**src/rtl/gcd_engine.sv**
```systemverilog
// Iterative GCD engine: subtraction (MODE 0) or binary Stein (MODE 1) algorithm,
// one step per clock, with valid/ready handshakes on both sides and abort.
module gcd_engine #(
   parameter int WIDTH = 16,
   parameter int MODE  = 0
) (
   input  logic             clk,
   input  logic             rst_n,
   input  logic             in_valid,
   output logic             in_ready,
   input  logic [WIDTH-1:0] a_in,
   input  logic [WIDTH-1:0] b_in,
   input  logic             abort,
   output logic             out_valid,
   input  logic             out_ready,
   output logic [WIDTH-1:0] result,
   output logic [WIDTH-1:0] cycles,
   output logic             zero_in
);

   localparam int KW = $clog2(WIDTH + 1);
   localparam logic [KW-1:0]    K_ZERO   = {KW{1'b0}};
   localparam logic [KW-1:0]    K_ONE    = {{(KW-1){1'b0}}, 1'b1};
   localparam logic [WIDTH-1:0] W_ZERO   = {WIDTH{1'b0}};
   localparam logic [WIDTH-1:0] W_ONE    = {{(WIDTH-1){1'b0}}, 1'b1};
   localparam logic [WIDTH-1:0] W_ONES   = {WIDTH{1'b1}};

   typedef enum logic [1:0] {
      IDLE = 2'd0,
      CALC = 2'd1,
      DONE = 2'd2
   } state_t;

   state_t           state_r, state_s;
   logic [WIDTH-1:0] a_r, a_s;
   logic [WIDTH-1:0] b_r, b_s;
   logic [KW-1:0]    k_r, k_s;
   logic [WIDTH-1:0] cnt_r, cnt_s;
   logic [WIDTH-1:0] result_r, result_s;
   logic             zero_r, zero_s;
   logic             in_ready_r, out_valid_r;

   // Next-state, datapath step and termination detection
   always_comb begin
      state_s  = state_r;
      a_s      = a_r;
      b_s      = b_r;
      k_s      = k_r;
      cnt_s    = cnt_r;
      result_s = result_r;
      zero_s   = zero_r;
      case (state_r)
         IDLE: begin
            if (in_valid) begin
               state_s = CALC;
               a_s     = a_in;
               b_s     = b_in;
               k_s     = K_ZERO;
               cnt_s   = W_ZERO;
            end else begin
               state_s = IDLE;
            end
         end
         CALC: begin
            cnt_s = (cnt_r == W_ONES) ? cnt_r : cnt_r + W_ONE;
            if (a_r == W_ZERO) begin
               state_s  = DONE;
               result_s = b_r << k_r;
               zero_s   = (b_r == W_ZERO);
            end else if (b_r == W_ZERO || a_r == b_r) begin
               state_s  = DONE;
               result_s = a_r << k_r;
               zero_s   = 1'b0;
            end else if (MODE == 0) begin
               if (a_r > b_r) begin
                  a_s = a_r - b_r;
               end else begin
                  b_s = b_r - a_r;
               end
            end else begin
               // Stein: strip common factors of two into k, then odd/odd subtract
               case ({a_r[0], b_r[0]})
                  2'b00: begin
                     a_s = a_r >> 1;
                     b_s = b_r >> 1;
                     k_s = k_r + K_ONE;
                  end
                  2'b01: a_s = a_r >> 1;
                  2'b10: b_s = b_r >> 1;
                  default: begin
                     if (a_r > b_r) begin
                        a_s = a_r - b_r;
                     end else begin
                        b_s = b_r - a_r;
                     end
                  end
               endcase
            end
         end
         DONE: begin
            if (out_ready) begin
               state_s = IDLE;
            end else begin
               state_s = DONE;
            end
         end
         default: state_s = IDLE;
      endcase
      if (abort) begin
         state_s = IDLE;
      end else begin
         state_s = state_s;
      end
   end

   // State, datapath and registered handshake outputs
   always_ff @(posedge clk or negedge rst_n) begin
      if (!rst_n) begin
         state_r     <= IDLE;
         a_r         <= W_ZERO;
         b_r         <= W_ZERO;
         k_r         <= K_ZERO;
         cnt_r       <= W_ZERO;
         result_r    <= W_ZERO;
         zero_r      <= 1'b0;
         in_ready_r  <= 1'b1;
         out_valid_r <= 1'b0;
      end else begin
         state_r     <= state_s;
         a_r         <= a_s;
         b_r         <= b_s;
         k_r         <= k_s;
         cnt_r       <= cnt_s;
         result_r    <= result_s;
         zero_r      <= zero_s;
         in_ready_r  <= (state_s == IDLE);
         out_valid_r <= (state_s == DONE);
      end
   end

   assign in_ready  = in_ready_r;
   assign out_valid = out_valid_r;
   assign result    = result_r;
   assign cycles    = cnt_r;
   assign zero_in   = zero_r;

endmodule

```
**config.mk**
```make
export PLATFORM = sky130hd
export DESIGN_NAME = gcd_engine
export DESIGN_NICKNAME = d
export VERILOG_FILES = /design/src/rtl/gcd_engine.sv
export SDC_FILE = /design/constraint.sdc
export NUM_CORES = 1
export LEC_CHECK = 0
export CORE_MARGIN = 3
export CORE_UTILIZATION = 55
export DETAILED_ROUTE_END_ITERATION = 16
export GPL_ROUTABILITY_DRIVEN = 0
export PLACE_DENSITY = 0.81
export SYNTH_ARGS = -nofsm -noshare
export SYNTH_HDL_FRONTEND = slang
export SYNTH_SLANG_ARGS = --single-unit
```
**constraint.sdc**
```tcl
create_clock -name clk -period 5.25 [get_ports clk]
set_input_delay 1.05 -clock clk [delete_from_list [all_inputs] [get_ports clk]]
set_output_delay 1.05 -clock clk [all_outputs]
set_load 0.01 [all_outputs]
```
==> summary.md, run 1 <==
| Metric | Value |
|---|---|
| Clock Power Share | `13.3%` |
| Final slew viol count | `0` |
| Crit-path slowest cell | `nor2_2` |
| WL met1 | `5760 um` |
| Total grt overflow | `0` |
| Combinational fraction of design power | `62.4%` |
| Req. time, crit path | `5.53 ns` |
| Clk root buf | `clkbuf_8` |
| Switching Share | `50.5%` |
| Setup bufs post-CTS | `0` |
| Maximum VDD drop | `0.000394 V` |
| Final setup violation count | `0` |
| Clock Tree Buf Depth | `2` |
| Port Buffers | `71` |
| Via count | `4676` |
| 1st-pass router iterations | `5` |
| Max-capacitance violation count | `0` |
| Cell Count, Final, Fillers Out | `750` |
| Synth warn | `0` |
| Yosys cell types | `62` |
| Flop pwr share | `24.3%` |
| Startpoint Class | `flip-flop` |
| Power per cell area | `617 nW/um^2` |
| Setup TNS | `0 ns` |
| Placed cell count | `734` |
| Slew headroom | `26.3%` |
| NumNets Final | `708` |
| Wire length on met3 | `1170 um` |
| Routed wire length | `13700 um` |
| Fin util | `67.9%` |
| Post-synth net total | `651` |
| Die Span X | `101 um` |
| Met2 wire length | `6260 um` |
| Worst hold-check path type | `flip-flop to flip-flop` |
| Fill count | `703` |
| Worst path cell trace | `inv_1 -> ha_1 -> nand4_4 -> or4_4 -> and3_4 -> nor2_2 -> inv_1 -> a21oi_1` |
| Post-DR vias/cell | `6.23` |
| CP Max Fanout | `33` |
| Clock sink total | `69` |
| Pint | `1.82 mW` |
| Share of cells above drive strength 1 | `9.03%` |
| Clk slew on worst S/H paths | `0.08 ns` |
| Largest net degree at the start of global routing | `70` |
| Synth Cell Area | `5010 um^2` |
| First-pass GRT wire length | `21900 um` |
| #FFs+latches synth | `69` |
| Core ar. | `8760 um^2` |
| Antenna-violating nets left | `0` |
| Top layer in use | `met4` |
| R2R Setup Slk | `1.95 ns` |
| Switch Pwr | `1.85 mW` |
| Post-synth EDFFs | `0` |
| Share of flip-flops with an asynchronous set or reset | `100%` |
| Drt first-iter violations | `332` |
| Floorplan row count | `34` |
| Num ports | `72` |
| Avg WL per Cell | `18.3 um` |
| CTS tree | `yes` |
| Vias in the first global route | `4462` |
| Worst Hold Path Cells | `2` |
| Worst skew pair latency | `0.36 ns` |
| Post-synthesis sequential area ratio | `34.5%` |
| Hpwl dp | `10000 um` |
| Reg2Reg Depth | `8` |
| Dpl ws | `1.99 ns` |
| Ys flop type | `dfrtp_1` |
| RSZ-0062 raised after global routing | `no` |
| Slowest stage delay, CP | `0.83 ns` |
| Crit. End Element | `flip-flop` |
| P&R area growth vs syn | `18.8%` |
| Worst Skew | `0.0175 ns` |
| Signal arrival time at the worst endpoint | `3.58 ns` |
| CP Class | `flip-flop to flip-flop` |
| Starting Density | `57.1%` |
| # DRC | `0` |
| Fmax | `303 MHz` |
| Final Worst Setup Slack | `1.95 ns` |
| Initial antenna violation count | `0` |
| CTS H-tree depth | `3` |
| Syn avg cell area | `8.63 um^2` |
| Leak pwr | `2.62 nW` |
| Die Y | `101 um` |
| Worst slew pin tran | `1.10 ns` |
| Period utilization | `62.9%` |
| Final hold slack | `0.533 ns` |
| Most Frequent Cell on Critical Path | `inv_1` |
| Cts bufs inserted | `9` |
| Gr usage total | `27.0%` |
| Post-CTS resize count | `0` |
| Fin crit period | `3.30 ns` |
| Status | `complete, no violations` |
| Inserted Diodes | `0` |
| Die area | `10300 um^2` |
| Final Hold Vio Count | `0` |
| Cts hold-fix bufs | `0` |
| Gate Count Post-Synth | `580` |
## sequential cells by signal, indices dropped and copies added (netlist names)
signal / cells
cycles: 16
zero_in: 1
in_ready: 1
b_r: 16
result: 16
a_r: 16
out_valid: 1
state_r: 2
## placed cells by master (no fill, tap or decap), drive strengths merged, types with 3 or more instances in the layout
cell type,n
a221oi,3
o31a,5
mux2i,12
buf,4
inv,35
mux2,24
o21a,3
nand3,9
a21oi,76
nor4,12
nand3b,3
dfrtp,68
a211oi,3
o311ai,4
nand2b,7
clkbuf,10
clkdlybuf4s50,70
xor2,13
xnor2,10
a21o,6
and2,4
and4,4
nor2,63
nand4,17
ha,32
nor3,6
nand2,60
o21ai,37
## worst paths after layout
check                           from    endpoint
setup / recovery             a_r[10]  state_r[1]
hold / removal             result[1]   result[1]
setup reg to reg             a_r[10]  state_r[1]
hold reg to reg            result[1]   result[1]
max in group asynchronous      rst_n  result[10]
min in group asynchronous      rst_n   result[2]
## per-layer routing
| layer | vias up | GRT usage, % |
|---|---|---|
| met5 | - | 0 |
| met4 | 0 | 11.9 |
| met3 | 52 | 4.96 |
| met2 | 259 | 43.6 |
| met1 | 2193 | 35.6 |
| li1 | 2172 | - |
## cells by family after synthesis
group | Yosys count | share of synthesized area (%)
adders and majority gates | 34 | 8.80
AOI/OAI and AO/OA | 158 | 19.8
and+or+nand+nor | 197 | 19.2
buffers and inverters | 63 | 5.52
xor gates and xnor gates | 23 | 4.02
muxes | 36 | 8.17
DFF | 69 | 34.5
## stage by stage
step                power [mW]  area, um^2
finish                    3.67        5950
global route              3.89        5950
CTS                       3.59        5950
detailed placement        3.08        5730
global placement          3.01        5730
floorplan                 2.54        5010
## worst max-delay path, delay by kind of cell, from the launching register on
family / cells / cell delay (ns)
AOI/OAI and AO/OA: 1 / 0.18
adders and majority gates: 1 / 0.52
buffers and inverters: 2 / 0.21
DFF: 1 / 0.48
and+or+nand+nor: 4 / 1.83
## Yosys cell counts, types with 2 or more instances
library cell	number	area share, %
o21bai_1	2	0.30
nand3b_1	3	0.45
a31oi_4	2	0.85
nor4_1	12	1.5
a221oi_1	3	0.52
nor3_1	6	0.60
xor2_1	13	2.3
mux2i_1	12	2.4
a211oi_1	3	0.45
a21oi_4	2	0.65
mux2_2	19	4.3
o311ai_0	4	0.70
o21ai_0	37	3.7
and4_1	4	0.70
o211ai_1	2	0.30
o31ai_1	2	0.30
nand4_1	16	2.0
a211o_1	2	0.35
buf_6	3	0.67
clkbuf_1	11	0.82
nand2b_1	6	0.75
buf_1	2	0.15
o31a_1	5	0.87
fa_1	2	0.80
nand2_1	60	4.5
ha_1	32	8.0
and2_1	4	0.50
a22o_1	2	0.35
nor2b_1	2	0.25
a2bb2oi_1	2	0.35
inv_1	35	2.6
dfrtp_1	68	34
nand3_1	9	0.90
o21a_1	3	0.45
mux2_4	5	1.5
buf_2	10	1.0
a21oi_1	74	7.4
nor2_1	63	4.7
a21o_1	6	0.90
xnor2_1	10	1.7
## area by class of cell
| cell class | count | area [um^2] | share of cell area (%) |
|---|---|---|---|
| timing repair buffer | 74 | 728 | 12.2 |
| sequential | 69 | 1730 | 29.1 |
| tap | 108 | 135 | 2.27 |
| clock inverter | 6 | 88.8 | 1.49 |
| clock buffer | 10 | 128 | 2.15 |
| inverter | 35 | 131 | 2.21 |
| multi-input combinational | 448 | 3010 | 50.6 |
## power groups by stage
stage | logic (mW) | registers, mW | clock network (mW)
5_1_grt | 2.47 | 0.908 | 0.513
6_report | 2.29 | 0.891 | 0.487
3_3_place_gp | 2.14 | 0.872 | 0
2_1_floorplan | 1.73 | 0.809 | 0
3_5_place_dp | 2.19 | 0.888 | 0
4_1_cts | 2.22 | 0.880 | 0.490
Power figures use the tool's default switching activity.
==> run 2, diff against run 1 <==
==> constraint.sdc (replaced) <==
create_clock -name clk -period 3.25 [get_ports clk]
set_input_delay 0.65 -clock clk [delete_from_list [all_inputs] [get_ports clk]]
set_output_delay 0.65 -clock clk [all_outputs]
set_load 0.01 [all_outputs]
==> run 2 against run 1 <==
Against the previous run: final cell count grew 0.93%; worst hold slack lost 0.043 ns; via count grew 0.24%; cell area grew 1.3%; die area is the same; first-iteration DRC count grew 48%; sequential cell count is the same; global-route usage grew 0.54 points; routed wire length grew 1.0%; worst setup slack lost 1.7 ns; largest cell class unchanged.
==> summary.md, run 2 (same netlist as run 1, synthesis figures left out) <==
| Metric | Value |
|---|---|
| Vias in the first global route | `4412 (was 4462)` |
| Setup bufs post-CTS | `0 (unchanged)` |
| CP Class | `flip-flop to flip-flop (unchanged)` |
| Clk root buf | `clkbuf_8 (unchanged)` |
| Startpoint Class | `flip-flop (unchanged)` |
| Share of cells above drive strength 1 | `10.0% (was 9.03%)` |
| Setup TNS | `0 ns (unchanged)` |
| NumNets Final | `715 (was 708)` |
| Core ar. | `8760 um^2 (unchanged)` |
| Slew headroom | `43.2% (was 26.3%)` |
| Worst Skew | `0.00892 ns (was 0.0175 ns)` |
| Largest net degree at the start of global routing | `70 (unchanged)` |
| Worst r2r src | `a_r[13] (was a_r[10])` |
| Floorplan row count | `34 (unchanged)` |
| Die Span X | `101 um (unchanged)` |
| Cts hold-fix bufs | `0 (unchanged)` |
| Power per cell area | `1010 nW/um^2 (was 617 nW/um^2)` |
| R2r endpoint | `b_r[12] (was state_r[1])` |
| Total power draw | `6.07 mW (was 3.67 mW)` |
| Fmax | `334 MHz (was 303 MHz)` |
| Period utilization | `92.1% (was 62.9%)` |
| Fin crit period | `2.99 ns (was 3.30 ns)` |
| Crit. End Element | `flip-flop (unchanged)` |
| Most common cell after layout, fill and taps aside | `a21oi_1 (unchanged)` |
| Reg2Reg Depth | `6 (was 8)` |
| CTS H-tree depth | `3 (unchanged)` |
| Drt first-iter violations | `490 (was 332)` |
| Worst slew pin tran | `0.852 ns (was 1.10 ns)` |
| Fill count | `699 (was 703)` |
| Die area | `10300 um^2 (unchanged)` |
| Post-DR vias/cell | `6.19 (was 6.23)` |
| R2R Setup Slk | `0.26 ns (was 1.95 ns)` |
| Signal arrival time at the worst endpoint | `3.22 ns (was 3.58 ns)` |
| Worst skew pair latency | `0.35 ns (was 0.36 ns)` |
| Hpwl dp | `10300 um (was 10000 um)` |
| Register area | `1730 um^2 (unchanged)` |
| Antenna-violating nets left | `0 (unchanged)` |
| Leak pwr | `2.67 nW (was 2.62 nW)` |
| Most frequent cells in the layout | `74 x a21oi_1, 70 x clkdlybuf4s50_1, 68 x dfrtp_1 (unchanged)` |
| Status | `complete, no violations (unchanged)` |
| First-pass GRT wire length | `22400 um (was 21900 um)` |
| Final slew viol count | `0 (unchanged)` |
| Post-CTS resize count | `0 (unchanged)` |
| Total grt overflow | `0 (unchanged)` |
| Req. time, crit path | `3.48 ns (was 5.53 ns)` |
| RSZ-0062 raised after global routing | `no (unchanged)` |
| Via count | `4687 (was 4676)` |
| Worst hold-check path type | `primary input to async pin (was flip-flop to flip-flop)` |
| Gr usage total | `27.6% (was 27.0%)` |
| CTS tree | `yes (unchanged)` |
| CP Max Fanout | `16 (was 33)` |
| Starting Density | `57.1% (unchanged)` |
| Clock sink total | `69 (unchanged)` |
| Initial antenna violation count | `0 (unchanged)` |
| Maximum VDD drop | `0.000666 V (was 0.000394 V)` |
| Final setup violation count | `0 (unchanged)` |
| Avg WL per Cell | `18.3 um (about the same)` |
| Clk slew on worst S/H paths | `0.08 ns (about the same)` |
| Max-capacitance violation count | `0 (unchanged)` |
| # DRC | `0 (unchanged)` |
| Footprint of the multi-input gates | `3010 um^2 (unchanged)` |
| Final Hold Vio Count | `0 (unchanged)` |
| Num ports | `72 (unchanged)` |
| 1st-pass router iterations | `5 (unchanged)` |
| Die Y | `101 um (unchanged)` |
| Clock Tree Buf Depth | `2 (unchanged)` |
| Cts bufs inserted | `9 (unchanged)` |
| P&R area growth vs syn | `20.3% (was 18.8%)` |
| Inserted Diodes | `0 (unchanged)` |
| Port Buffers | `71 (unchanged)` |
| Routed wire length | `13900 um (was 13700 um)` |
## run 2: changes by cell type in the layout (fill, tap and decap cells not counted)
cell,previous run,this run
buf_4,3,10
bufinv_16,2,3
clkinvlp_4,2,1
## run 2: final cells by class
cell class / count / share of cell area [%]
clock buffers: 10 / 2.12
repair buffers: 81 / 13.0
multi-input cells: 448 / 49.9
flip-flops and latches: 69 / 28.7
clock inverters: 6 / 1.85
well taps: 108 / 2.24
inverters: 35 / 2.18
## run 2: per-layer routing
metal,up-vias,wire length [um],track usage [%]
met3,23,1260,6.34
li1,2193,-,-
met2,231,6350,42.0
met5,-,0,0
met1,2240,6020,39.2
met4,0,246,8.59
## run 2: power by group
| part | leakage (nW) | internal, mW | switching [mW] |
|---|---|---|---|
| logic | 1.66 | 1.51 | 2.30 |
| registers | 0.890 | 1.08 | 0.340 |
| clock network | 0.116 | 0.510 | 0.335 |
| total | 2.67 | 3.09 | 2.98 |
## run 2: metrics by stage
step                      setup slack [ns]  utilization [%]  instance area [um^2]  hold slack [ns]  std cells
after CTS                            0.303             68.7                  6020            0.529        757
after global routing                 0.153             68.7                  6020            0.540        757
after floorplan                      0.461                -                  5010            0.354        580
final                                0.258             68.7                  6020            0.489        757
after global placement               0.389             66.0                  5780            0.510        741
after detailed placement             0.331             66.0                  5780            0.517        741
## run 2: how the worst max path moves through the flow
stage                    to  cells after the start    start  slack [ns]
CTS                 b_r[12]                      6  a_r[11]        0.30
detailed placement   a_r[9]                      8  a_r[13]        0.33
finish              b_r[12]                      6  a_r[13]        0.26
global placement    a_r[15]                      8  a_r[11]        0.39
global route        b_r[10]                      9   a_r[7]        0.15
floorplan            b_r[3]                     10   a_r[0]        0.46
## run 2: worst max-delay path, stage by stage (launching register included)
cell	delay, ns
dfrtp_1	0.45
inv_1	0.07
ha_1	0.51
nand4_1	0.21
or4_4	0.58
a31oi_4	0.65
mux2_2	0.41
